===== config.mk =====
export PLATFORM = sky130hd
export DESIGN_NAME = hci_bank_responder
export DESIGN_NICKNAME = d
export VERILOG_FILES = /design/src/rtl/hci_bank_responder_pkg.sv /design/src/rtl/hci_bank_resp_fifo.sv /design/src/rtl/hci_bank_responder.sv
export SDC_FILE = /design/constraint.sdc
export NUM_CORES = 1
export LEC_CHECK = 0
export CAP_MARGIN = 25
export CORE_MARGIN = 8
export CORE_UTILIZATION = 30
export DETAILED_ROUTE_END_ITERATION = 8
export GPL_TIMING_DRIVEN = 0
export MAX_ROUTING_LAYER = met4
export PLACE_DENSITY = 0.55
export SETUP_SLACK_MARGIN = 0.05
export SLEW_MARGIN = 20
export SYNTH_ARGS = -nofsm -noshare
export SYNTH_HDL_FRONTEND = slang
export SYNTH_SLANG_ARGS = --single-unit

===== constraint.sdc =====
create_clock -name clk_i -period 3.63 [get_ports clk_i]
set_clock_uncertainty 0.15 [all_clocks]
set_input_delay 0.726 -clock clk_i [delete_from_list [all_inputs] [get_ports clk_i]]
set_output_delay 0.726 -clock clk_i [all_outputs]
set_load 0.03 [all_outputs]

===== src/rtl/hci_bank_responder_pkg.sv =====
// hci_bank_responder_pkg: shared constants and the response record for the HCI bank responder.
package hci_bank_responder_pkg;
  localparam int HCI_BANK_RESP_DEPTH_MIN = 2;
  localparam int HCI_DW = 32;
  localparam int HCI_IW = 8;
  localparam int HCI_UW = 1;
  typedef struct packed {
    logic [HCI_DW-1:0] data;
    logic [HCI_IW-1:0] id;
    logic [HCI_UW-1:0] user;
    logic              opc;
  } hci_bank_resp_t;
endpackage


===== src/rtl/hci_bank_resp_fifo.sv =====
// hci_bank_resp_fifo: DEPTH-entry register FIFO with show-ahead head, flush and occupancy count.
module hci_bank_resp_fifo
  import hci_bank_responder_pkg::*;
#(
  parameter int W     = $bits(hci_bank_resp_t),
  parameter int DEPTH = HCI_BANK_RESP_DEPTH_MIN,
  localparam int CW   = $clog2(DEPTH + 1),
  localparam int PW   = (DEPTH > 1) ? $clog2(DEPTH) : 1
) (
  input  logic          clk_i,
  input  logic          rst_ni,
  input  logic          flush_i,
  input  logic          push_i,
  input  logic          pop_i,
  input  logic [W-1:0]  data_i,
  output logic [W-1:0]  data_o,
  output logic          full_o,
  output logic          empty_o,
  output logic [CW-1:0] cnt_o
);
  logic [W-1:0]  mem_q [DEPTH];
  logic [W-1:0]  mem_d [DEPTH];
  logic [PW-1:0] wp_q, wp_d, rp_q, rp_d;
  logic [CW-1:0] cnt_q, cnt_d;
  always_comb begin
    mem_d = mem_q;
    if (push_i) mem_d[wp_q] = data_i;
    wp_d  = flush_i ? '0 : push_i ? ((wp_q == PW'(DEPTH - 1)) ? '0 : wp_q + 1'b1) : wp_q;
    rp_d  = flush_i ? '0 : pop_i  ? ((rp_q == PW'(DEPTH - 1)) ? '0 : rp_q + 1'b1) : rp_q;
    cnt_d = flush_i ? '0 : cnt_q + CW'(push_i) - CW'(pop_i);
  end
  always_ff @(posedge clk_i or negedge rst_ni) begin
    if (!rst_ni) begin
      mem_q <= '{default: '0};
      wp_q  <= '0;
      rp_q  <= '0;
      cnt_q <= '0;
    end else begin
      mem_q <= mem_d;
      wp_q  <= wp_d;
      rp_q  <= rp_d;
      cnt_q <= cnt_d;
    end
  end
  assign data_o  = mem_q[rp_q];
  assign empty_o = (cnt_q == '0);
  assign full_o  = (cnt_q == CW'(DEPTH));
  assign cnt_o   = cnt_q;
endmodule


===== src/rtl/hci_bank_responder.sv =====
// hci_bank_responder: HCI target driving a 1-cycle SRAM, buffering responses under credit-based grant.
// Define HCI_BANK_RESPONDER_PERF_EN to add saturating grant-stall and response-stall counters.
module hci_bank_responder
  import hci_bank_responder_pkg::*;
#(
  parameter int DW      = HCI_DW,
  parameter int AW      = 32,
  parameter int IW      = HCI_IW,
  parameter int UW      = HCI_UW,
  parameter int BANK_AW = 10,
  parameter int DEPTH   = HCI_BANK_RESP_DEPTH_MIN
) (
  input  logic               clk_i,
  input  logic               rst_ni,
  input  logic               clear_i,
  input  logic               req_i,
  output logic               gnt_o,
  input  logic [AW-1:0]      add_i,
  input  logic               wen_i,
  input  logic [DW/8-1:0]    be_i,
  input  logic [DW-1:0]      data_i,
  input  logic [IW-1:0]      id_i,
  input  logic [UW-1:0]      user_i,
  output logic               r_valid_o,
  input  logic               r_ready_i,
  output logic [DW-1:0]      r_data_o,
  output logic [IW-1:0]      r_id_o,
  output logic [UW-1:0]      r_user_o,
  output logic               r_opc_o,
  output logic               mem_req_o,
  output logic               mem_we_o,
  output logic [BANK_AW-1:0] mem_add_o,
  output logic [DW/8-1:0]    mem_be_o,
  output logic [DW-1:0]      mem_wdata_o,
  input  logic [DW-1:0]      mem_rdata_i
`ifdef HCI_BANK_RESPONDER_PERF_EN
  ,
  output logic [31:0]        perf_gnt_stall_o,
  output logic [31:0]        perf_r_stall_o
`endif
);
  localparam int CW = $clog2(DEPTH + 1);
  typedef struct packed {
    logic [DW-1:0] data;
    logic [IW-1:0] id;
    logic [UW-1:0] user;
    logic          opc;
  } resp_t;
  logic          hs, push, pop, fifo_empty, fifo_full, unused_add;
  logic [CW-1:0] fifo_cnt;
  logic          s1_v_q, s1_v_d, s1_opc_q, s1_opc_d;
  logic [IW-1:0] s1_id_q, s1_id_d;
  logic [UW-1:0] s1_user_q, s1_user_d;
  resp_t         ft_resp, head, resp;
  assign unused_add = ^{add_i[AW-1:BANK_AW+2], add_i[1:0]};
  // Every in-flight or buffered response holds a slot, so a grant is only given when one is free.
  assign gnt_o = req_i & ~clear_i & (int'(fifo_cnt) + int'(s1_v_q) < DEPTH);
  assign hs    = req_i & gnt_o;
  always_comb begin
    mem_req_o    = hs;
    mem_we_o     = hs & ~wen_i;
    mem_add_o    = hs ? add_i[BANK_AW+1:2] : '0;
    mem_be_o     = hs ? be_i : '0;
    mem_wdata_o  = hs ? data_i : '0;
    s1_v_d       = hs;
    s1_id_d      = hs ? id_i : s1_id_q;
    s1_user_d    = hs ? user_i : s1_user_q;
    s1_opc_d     = hs ? wen_i : s1_opc_q;
    ft_resp.data = s1_opc_q ? mem_rdata_i : '0;
    ft_resp.id   = s1_id_q;
    ft_resp.user = s1_user_q;
    ft_resp.opc  = s1_opc_q;
    resp         = fifo_empty ? ft_resp : head;
    r_valid_o    = s1_v_q | ~fifo_empty;
    pop          = ~fifo_empty & r_ready_i;
    // An S1 response not consumed by fall-through is captured so it stays stable until accepted.
    push         = s1_v_q & ~fifo_full & ~(fifo_empty & r_ready_i);
  end
  assign {r_data_o, r_id_o, r_user_o, r_opc_o} = resp;
  always_ff @(posedge clk_i or negedge rst_ni) begin
    if (!rst_ni) begin
      s1_v_q    <= 1'b0;
      s1_id_q   <= '0;
      s1_user_q <= '0;
      s1_opc_q  <= 1'b0;
    end else begin
      s1_v_q    <= s1_v_d;
      s1_id_q   <= s1_id_d;
      s1_user_q <= s1_user_d;
      s1_opc_q  <= s1_opc_d;
    end
  end
  hci_bank_resp_fifo #(.W($bits(resp_t)), .DEPTH(DEPTH)) u_fifo (
    .clk_i   (clk_i),
    .rst_ni  (rst_ni),
    .flush_i (clear_i),
    .push_i  (push),
    .pop_i   (pop),
    .data_i  (ft_resp),
    .data_o  (head),
    .full_o  (fifo_full),
    .empty_o (fifo_empty),
    .cnt_o   (fifo_cnt)
  );
`ifdef HCI_BANK_RESPONDER_PERF_EN
  logic [31:0] perf_gnt_q, perf_gnt_d, perf_r_q, perf_r_d;
  always_comb begin
    perf_gnt_d = clear_i ? '0 : perf_gnt_q + 32'(req_i & ~gnt_o & ~&perf_gnt_q);
    perf_r_d   = clear_i ? '0 : perf_r_q + 32'(r_valid_o & ~r_ready_i & ~&perf_r_q);
  end
  always_ff @(posedge clk_i or negedge rst_ni) begin
    if (!rst_ni) begin
      perf_gnt_q <= '0;
      perf_r_q   <= '0;
    end else begin
      perf_gnt_q <= perf_gnt_d;
      perf_r_q   <= perf_r_d;
    end
  end
  assign perf_gnt_stall_o = perf_gnt_q;
  assign perf_r_stall_o   = perf_r_q;
`endif
endmodule


==> results of run 1 <==
## timing repair
item,CTS,global route
pin swaps,1,0
setup endpoints to repair,90,57
gates resized for setup,66,74
## logic make-up (layout without fill, tap and decap cells)
logic type	count (synthesis)	after routing	share of synthesized area
and+or+nand+nor	132	132	0.1338
adders and majority gates	2	2	0.004635
AOI/OAI and AO/OA	47	47	0.04961
buffers and inverters	36	237	0.04636
muxes	136	136	0.3018
DFF	99	99	0.4590
xor gates and xnor gates	3	3	0.004869
## synthesized netlist by cell type, types with 4 or more instances
cell type	instances
buf_12	4
mux2i_1	42
nor2_1	4
clkbuf_1	15
dfrtp_1	99
and2_1	78
mux2_4	40
nand2_1	42
mux2_2	54
inv_1	4
o21ai_0	44
buf_6	5
buf_2	5
## cell type report
| class | count | area [µm²] | share of cell area |
|---|---|---|---|
| multi-input combinational | 320 | 2671 | 0.3401 |
| sequential | 99 | 2477 | 0.3154 |
| timing repair buffer | 185 | 1842 | 0.2345 |
| tap | 229 | 286.5 | 0.03648 |
| buffer | 32 | 250.2 | 0.03186 |
| clock buffer | 10 | 239.0 | 0.03043 |
| clock inverter | 6 | 72.57 | 0.009240 |
| inverter | 4 | 15.01 | 0.001912 |
## power breakdown
group          internal, mW  switching [mW]  total [mW]
Combinational          1.34            1.62        2.96
Sequential             1.55           0.272        1.82
Clock                 0.561           0.447        1.01
## placed cells by master, fill, tap and decap left out, types with 6 or more instances in the layout
master and count:
nand2_1 42, dfrtp_1 99, o21ai_0 44, dlymetal6s2s_1 36, clkbuf_16 9, dlygate4sd2_1 32
mux2_4 40, mux2i_1 42, and2_1 78, clkbuf_1 6, clkdlybuf4s50_1 94, buf_2 7
buf_6 7, clkbuf_2 25, mux2_2 54
## layer usage
metal / wire length (µm) / share of wire / vias to the layer above / global-route usage
li1: - / - / 1932 / -
met5: 0 / 0 / - / -
met3: 1096 / 0.067 / 11 / 0.04689
met1: 6829 / 0.42 / 2022 / 0.1654
met2: 8140 / 0.50 / 149 / 0.2608
met4: 198 / 0.012 / 0 / 0.04398
## flip-flops by register name, summed over array words and instances, names as in the netlist
| name | cells |
|---|---|
| u_fifo.mem_q | 84 |
| u_fifo.cnt_o | 2 |
| s1_v_q | 1 |
| u_fifo.wp_q | 1 |
| s1_opc_q | 1 |
| s1_user_q | 1 |
| u_fifo.rp_q | 1 |
| s1_id_q | 8 |
## through the flow
step	utilization	power, mW	hold slack [ns]	instances	area (µm²)
2_1_floorplan	-	3.726	0.2804	455	5398
3_3_place_gp	0.4233	4.888	0.3353	868	7526
6_report	0.4417	5.791	0.1518	885	7854
3_5_place_dp	0.4249	4.958	0.3417	869	7555
4_1_cts	0.4398	5.936	0.1678	885	7819
5_1_grt	0.4417	6.163	0.1808	885	7854
## worst paths after layout
kind / slack, ns / cells past startpoint / startpoint / endpoint
worst max register to register: 1.78 / 5 / u_fifo.cnt_o[1]$_DFF_PN0_ / u_fifo.mem_q[3]$_DFFE_PN0P_
min in group clk_i: 0.35 / 1 / u_fifo.mem_q[67]$_DFFE_PN0P_ / u_fifo.mem_q[67]$_DFFE_PN0P_
worst min register to register: 0.35 / 1 / u_fifo.mem_q[67]$_DFFE_PN0P_ / u_fifo.mem_q[67]$_DFFE_PN0P_
worst min-delay path: 0.15 / 1 / rst_ni / u_fifo.mem_q[36]$_DFFE_PN0P_
worst max-delay path: 0.14 / 4 / clear_i / gnt_o
max in group asynchronous: 2.56 / 2 / rst_ni / u_fifo.mem_q[63]$_DFFE_PN0P_
## worst max-delay path, stage by stage
cell             delay [ns]
clkdlybuf4s50_1        0.57
a2111oi_4              0.34
clkbuf_2               0.27
clkdlybuf4s50_1        0.71
==> metrics.txt, run 1 <==
number of remaining DRC errors=0; Syn Std Cell Area=roughly 5400 µm²; die width=approximately 150 µm; worst setup margin=0.1355 ns; Max FO, Critical Path=10; Slew Viols, Final=0; Post-synth EDFFs=0; warnings from Yosys=0; Clk pin slew, worst setup/hold paths=0.07 ns; syn avg cell area=roughly 12 µm²; Ant. Diodes=0; vias in the first global route=around 4700; Clock Latency Late Sink=~0.35 ns; Port Buffer Count=~180; Yosys reg bits=approximately 100; number of fill cells=1694; post-layout min period=about 3.5 ns; post-synthesis sequential area ratio=0.4590; Post-CTS Setup Repair Bufs=0; GRT Overall Usage=0.1513; PD cells=roughly 740 nW/µm²; Bufs on Longest Clock Path=2; Area Overhead vs Synth=45.50%; Worst-Margin Slew=roughly 0.52 ns; status=finished, final reports clean; largest net degree at the start of global routing=slightly above 50; CP Launch Type=input pin; Mapped Cells=approximately 460; max_cap viols=0; DP HPWL=between 10 and 15 mm; Main synth FF type=dfrtp_1; setup TNS=0 ns; routed len/inst=18.38 µm; die area=between 20000 and 25000 µm²; critical path type=input pin to primary output; WP data arrival=2.62 ns; Max Fclk=between 200 and 300 MHz; first-pass GRT wire length=25.52 mm; Total Nets Final=between 700 and 800; TritonCTS clock tree=built; largest area contributor in the netlist=dfrtp_1; Fin. Hold Viols=0; DR iter-0 viols=approximately 170; CTS root buffer=clkbuf_16; IO Pins=between 200 and 250; Max VDD drop=about 290 µV; Net Count, Synth=572; Final ANT Viol Nets=0; Setup violations, final=0; CTS buffer count=9; crit end category=primary output; final wirelength=between 15 and 20 mm; CTS Sinks=99; largest cells by area after synthesis=dfrtp_1, mux2_2, mux2_4; row count=about 50; Hold Crit Class=input pin to async pin; Slew HR=0.6503; DP Worst Slack=-0.4032 ns; Req. time, crit path=roughly 2.8 ns; Initial Util=0.3036; initial antenna violation count=0; core area=17780 µm²; Die Y-Extent=about 150 µm; vias=between 4000 and 5000; Synth top area share=0.4590; async set-reset flop share out of synthesis=1.000; grt ovf=0; H-tree depth=3; RSZ-0062 raised after global routing=yes; DR vias/cell=4.649; drt first pass iters=4; Post-CTS Hold Fix Bufs=0; share of post-route cells with drive strength above 1=0.2454; GPL Wtd Cong=0.7571; P_leak=3.970 nW; final period utilization=0.9627; Distinct cells, synth=28
Power figures use the tool's default switching activity.
==> run 2: changes to the inputs <==
Settings changed: CTS_BUF_LIST set to sky130_fd_sc_hd__clkbuf_4.
==> run 2 against run 1 <==
Clock-buffer cell count shrank 1. Critical path depth unchanged. Sequential power about the same. Die area is the same. Critical endpoint unchanged. Combinational power down 4%. Global-route usage shrank 0.053 points. Largest cell class unchanged. Sequential share of layout area is 1.2 points higher. Non-clock buffer count is 1 higher.
==> metrics.txt, run 2 (synthesis results as in run 1) <==
max_cap viols=0 (unchanged); Total Nets Final=769 (+0.13%); vias=4117 (+0.073%); placed cell areas=7555 µm² (unchanged); DP HPWL=12.02 mm (unchanged); RSZ-0062 raised after global routing=yes; critical path type=input pin to primary output; CTS Sinks=99 (unchanged); Slowest-stage cell, CP=clkdlybuf4s50_1; GRT Overall Usage=0.1508 (-0.0005267); Clock Latency Late Sink=0.47 ns (+0.12 ns); Initial Util=0.3036 (unchanged); CTS root buffer=clkbuf_4; number of remaining DRC errors=0 (unchanged); post-layout util=0.4259 (-0.01583); core area=17780 µm² (unchanged); CP Launch Type=input pin; Port Buffer Count=184 (unchanged); crit-path cells=clkdlybuf4s50_1 > a2111oi_4 > clkbuf_2 > clkdlybuf4s50_1; TritonCTS clock tree=built; Hold Crit Depth=1; Max VDD drop=258.4 µV (-11%); final wirelength=16.18 mm (-0.53%); share of post-route cells with drive strength above 1=0.2451 (-0.0003736); Buf/Inv on CP=3 (unchanged); Final ANT Viol Nets=0 (unchanged); cell mode on critical path=clkdlybuf4s50_1; cell count along the critical path=4 (unchanged); Req. time, crit path=2.75 ns (about the same); worst r2r path cells=5 (unchanged); P_leak=3.532 nW (-11%); largest net degree at the start of global routing=51 (unchanged); first-pass GRT wire length=25.46 mm (-0.22%); WP data arrival=2.61 ns (about the same); PD cells=697.7 nW/µm² (-5.4%); die area=22540 µm² (unchanged); Worst-Margin Slew=0.4951 ns (-0.02937 ns); Bufs on Longest Clock Path=2 (unchanged); Max Fclk=286.6 MHz (+0.16%); most common cell after layout, fill and taps aside=dfrtp_1; crit end category=primary output; Storage cell area=2477 µm² (unchanged); final period utilization=0.9611 (-0.001565); Slew Viols, Final=0 (unchanged); most frequent cells in the layout=dfrtp_1, clkdlybuf4s50_1, and2_1, dlygate4sd2_1, mux2_2; Slew HR=0.6699 (+0.01958); max reg flops=84 (unchanged); vias in the first global route=4723 (-0.042%); GPL Wtd Cong=0.7571 (unchanged); Design Power=5.283 mW (-8.8%); cell family with the largest share of critical-path delay=buffers and inverters; DR iter-0 viols=148 (-11%); Top reg by flops=u_fifo.mem_q; Fin. Hold Viols=0 (unchanged); Min Hold Slack=0.3722 ns (+0.2204 ns); CTS buffer count=9 (unchanged); Area Overhead vs Synth=40.29%; Max FO, Critical Path=10 (unchanged); IO Pins=207 (unchanged); H-tree depth=3 (unchanged); post-layout min period=3.489 ns (-0.005680 ns); finished layout cell area=7572 µm² (-3.6%); die width=150.1 µm (unchanged); CP max stage delay=0.71 ns (about the same); status=finished, final reports clean; Placed Cells=869 (unchanged); routed len/inst=18.24 µm (-0.76%); Clk pin slew, worst setup/hold paths=0.15 ns (+0.08 ns); Setup violations, final=0 (unchanged); Hold Crit Class=register to register; row count=49 (unchanged); grt ovf=0 (unchanged); drt first pass iters=4 (unchanged); Die Y-Extent=150.1 µm (unchanged); DR vias/cell=4.641 (-0.15%); Multi-input gate area=2671 µm² (unchanged); initial antenna violation count=1 (+1); number of fill cells=1736 (+2.5%); fin cells=887 (+0.23%)
run 2: cell types whose count changed in the layout (fill, tap and decap cells not counted), sizes merged:
cell	previous run	this run
dlygate4sd2	32	62
diode	0	1
clkdlybuf4s15	5	7
clkinv	2	3
dlygate4sd1	0	1
dlymetal6s2s	36	2
dlygate4sd3	0	1
run 2: final timing paths:
| kind | startpoint | end | slack (ns) |
|---|---|---|---|
| max in group asynchronous | rst_ni | u_fifo.mem_q[63]$_DFFE_PN0P_ | 2.13 |
| min | u_fifo.mem_q[67]$_DFFE_PN0P_ | u_fifo.mem_q[67]$_DFFE_PN0P_ | 0.37 |
| min in group asynchronous | rst_ni | u_fifo.mem_q[36]$_DFFE_PN0P_ | 0.58 |
| min reg2reg | u_fifo.mem_q[67]$_DFFE_PN0P_ | u_fifo.mem_q[67]$_DFFE_PN0P_ | 0.37 |
| max | clear_i | gnt_o | 0.14 |
| max reg2reg | u_fifo.cnt_o[1]$_DFF_PN0_ | u_fifo.mem_q[22]$_DFFE_PN0P_ | 1.76 |
run 2: area by class of cell:
type / instances / share of cell area
plain buffers: 32 / 0.03338
repair buffers: 186 / 0.2275
diodes: 1 / 0.0003305
multi-input cells: 320 / 0.3528
flip-flops and latches: 99 / 0.3272
well taps: 229 / 0.03784
clock inverters: 7 / 0.01008
inverters: 4 / 0.001983
clock buffers: 9 / 0.008923
run 2: stage by stage:
step / setup TNS [ns] / worst slack [ns]
floorplan: 0 / 0.3944
global placement: -216.55 / -2.123
detailed placement: -8.912 / -0.4032
CTS: 0 / 0.05051
global route: 0 / 0.04735
finish: 0 / 0.1412
run 2: report_power, final:
part	leakage (nW)	internal (mW)	switching [mW]
Clock	0.0746	0.215	0.402
Combinational	2.18	1.23	1.62
Sequential	1.28	1.54	0.271
run 2: per-layer routing:
layer | track usage | part of all wire | wire [µm]
met1 | 0.1656 | 0.42 | 6797
met2 | 0.2601 | 0.50 | 8086
met3 | 0.04148 | 0.066 | 1074
met4 | 0.04998 | 0.014 | 219
met5 | - | 0 | 0
run 2: what timing repair did:
item / 4_1_cts / 5_1_grt
setup buffers: 0 / 0
resized for setup: 101 / 47
hold buffers: 1 / 0
endpoints found under the setup margin: 90 / 34
pin swaps: 1 / 0
endpoints found under the hold margin: 3 / 0
run 2: worst register-to-register path, stage by stage (launching register included):
cell and delay (ns):
dfrtp_1 0.51, o21bai_2 0.26, and3_4 0.21, buf_6 0.16, buf_12 0.17, mux2_4 0.31
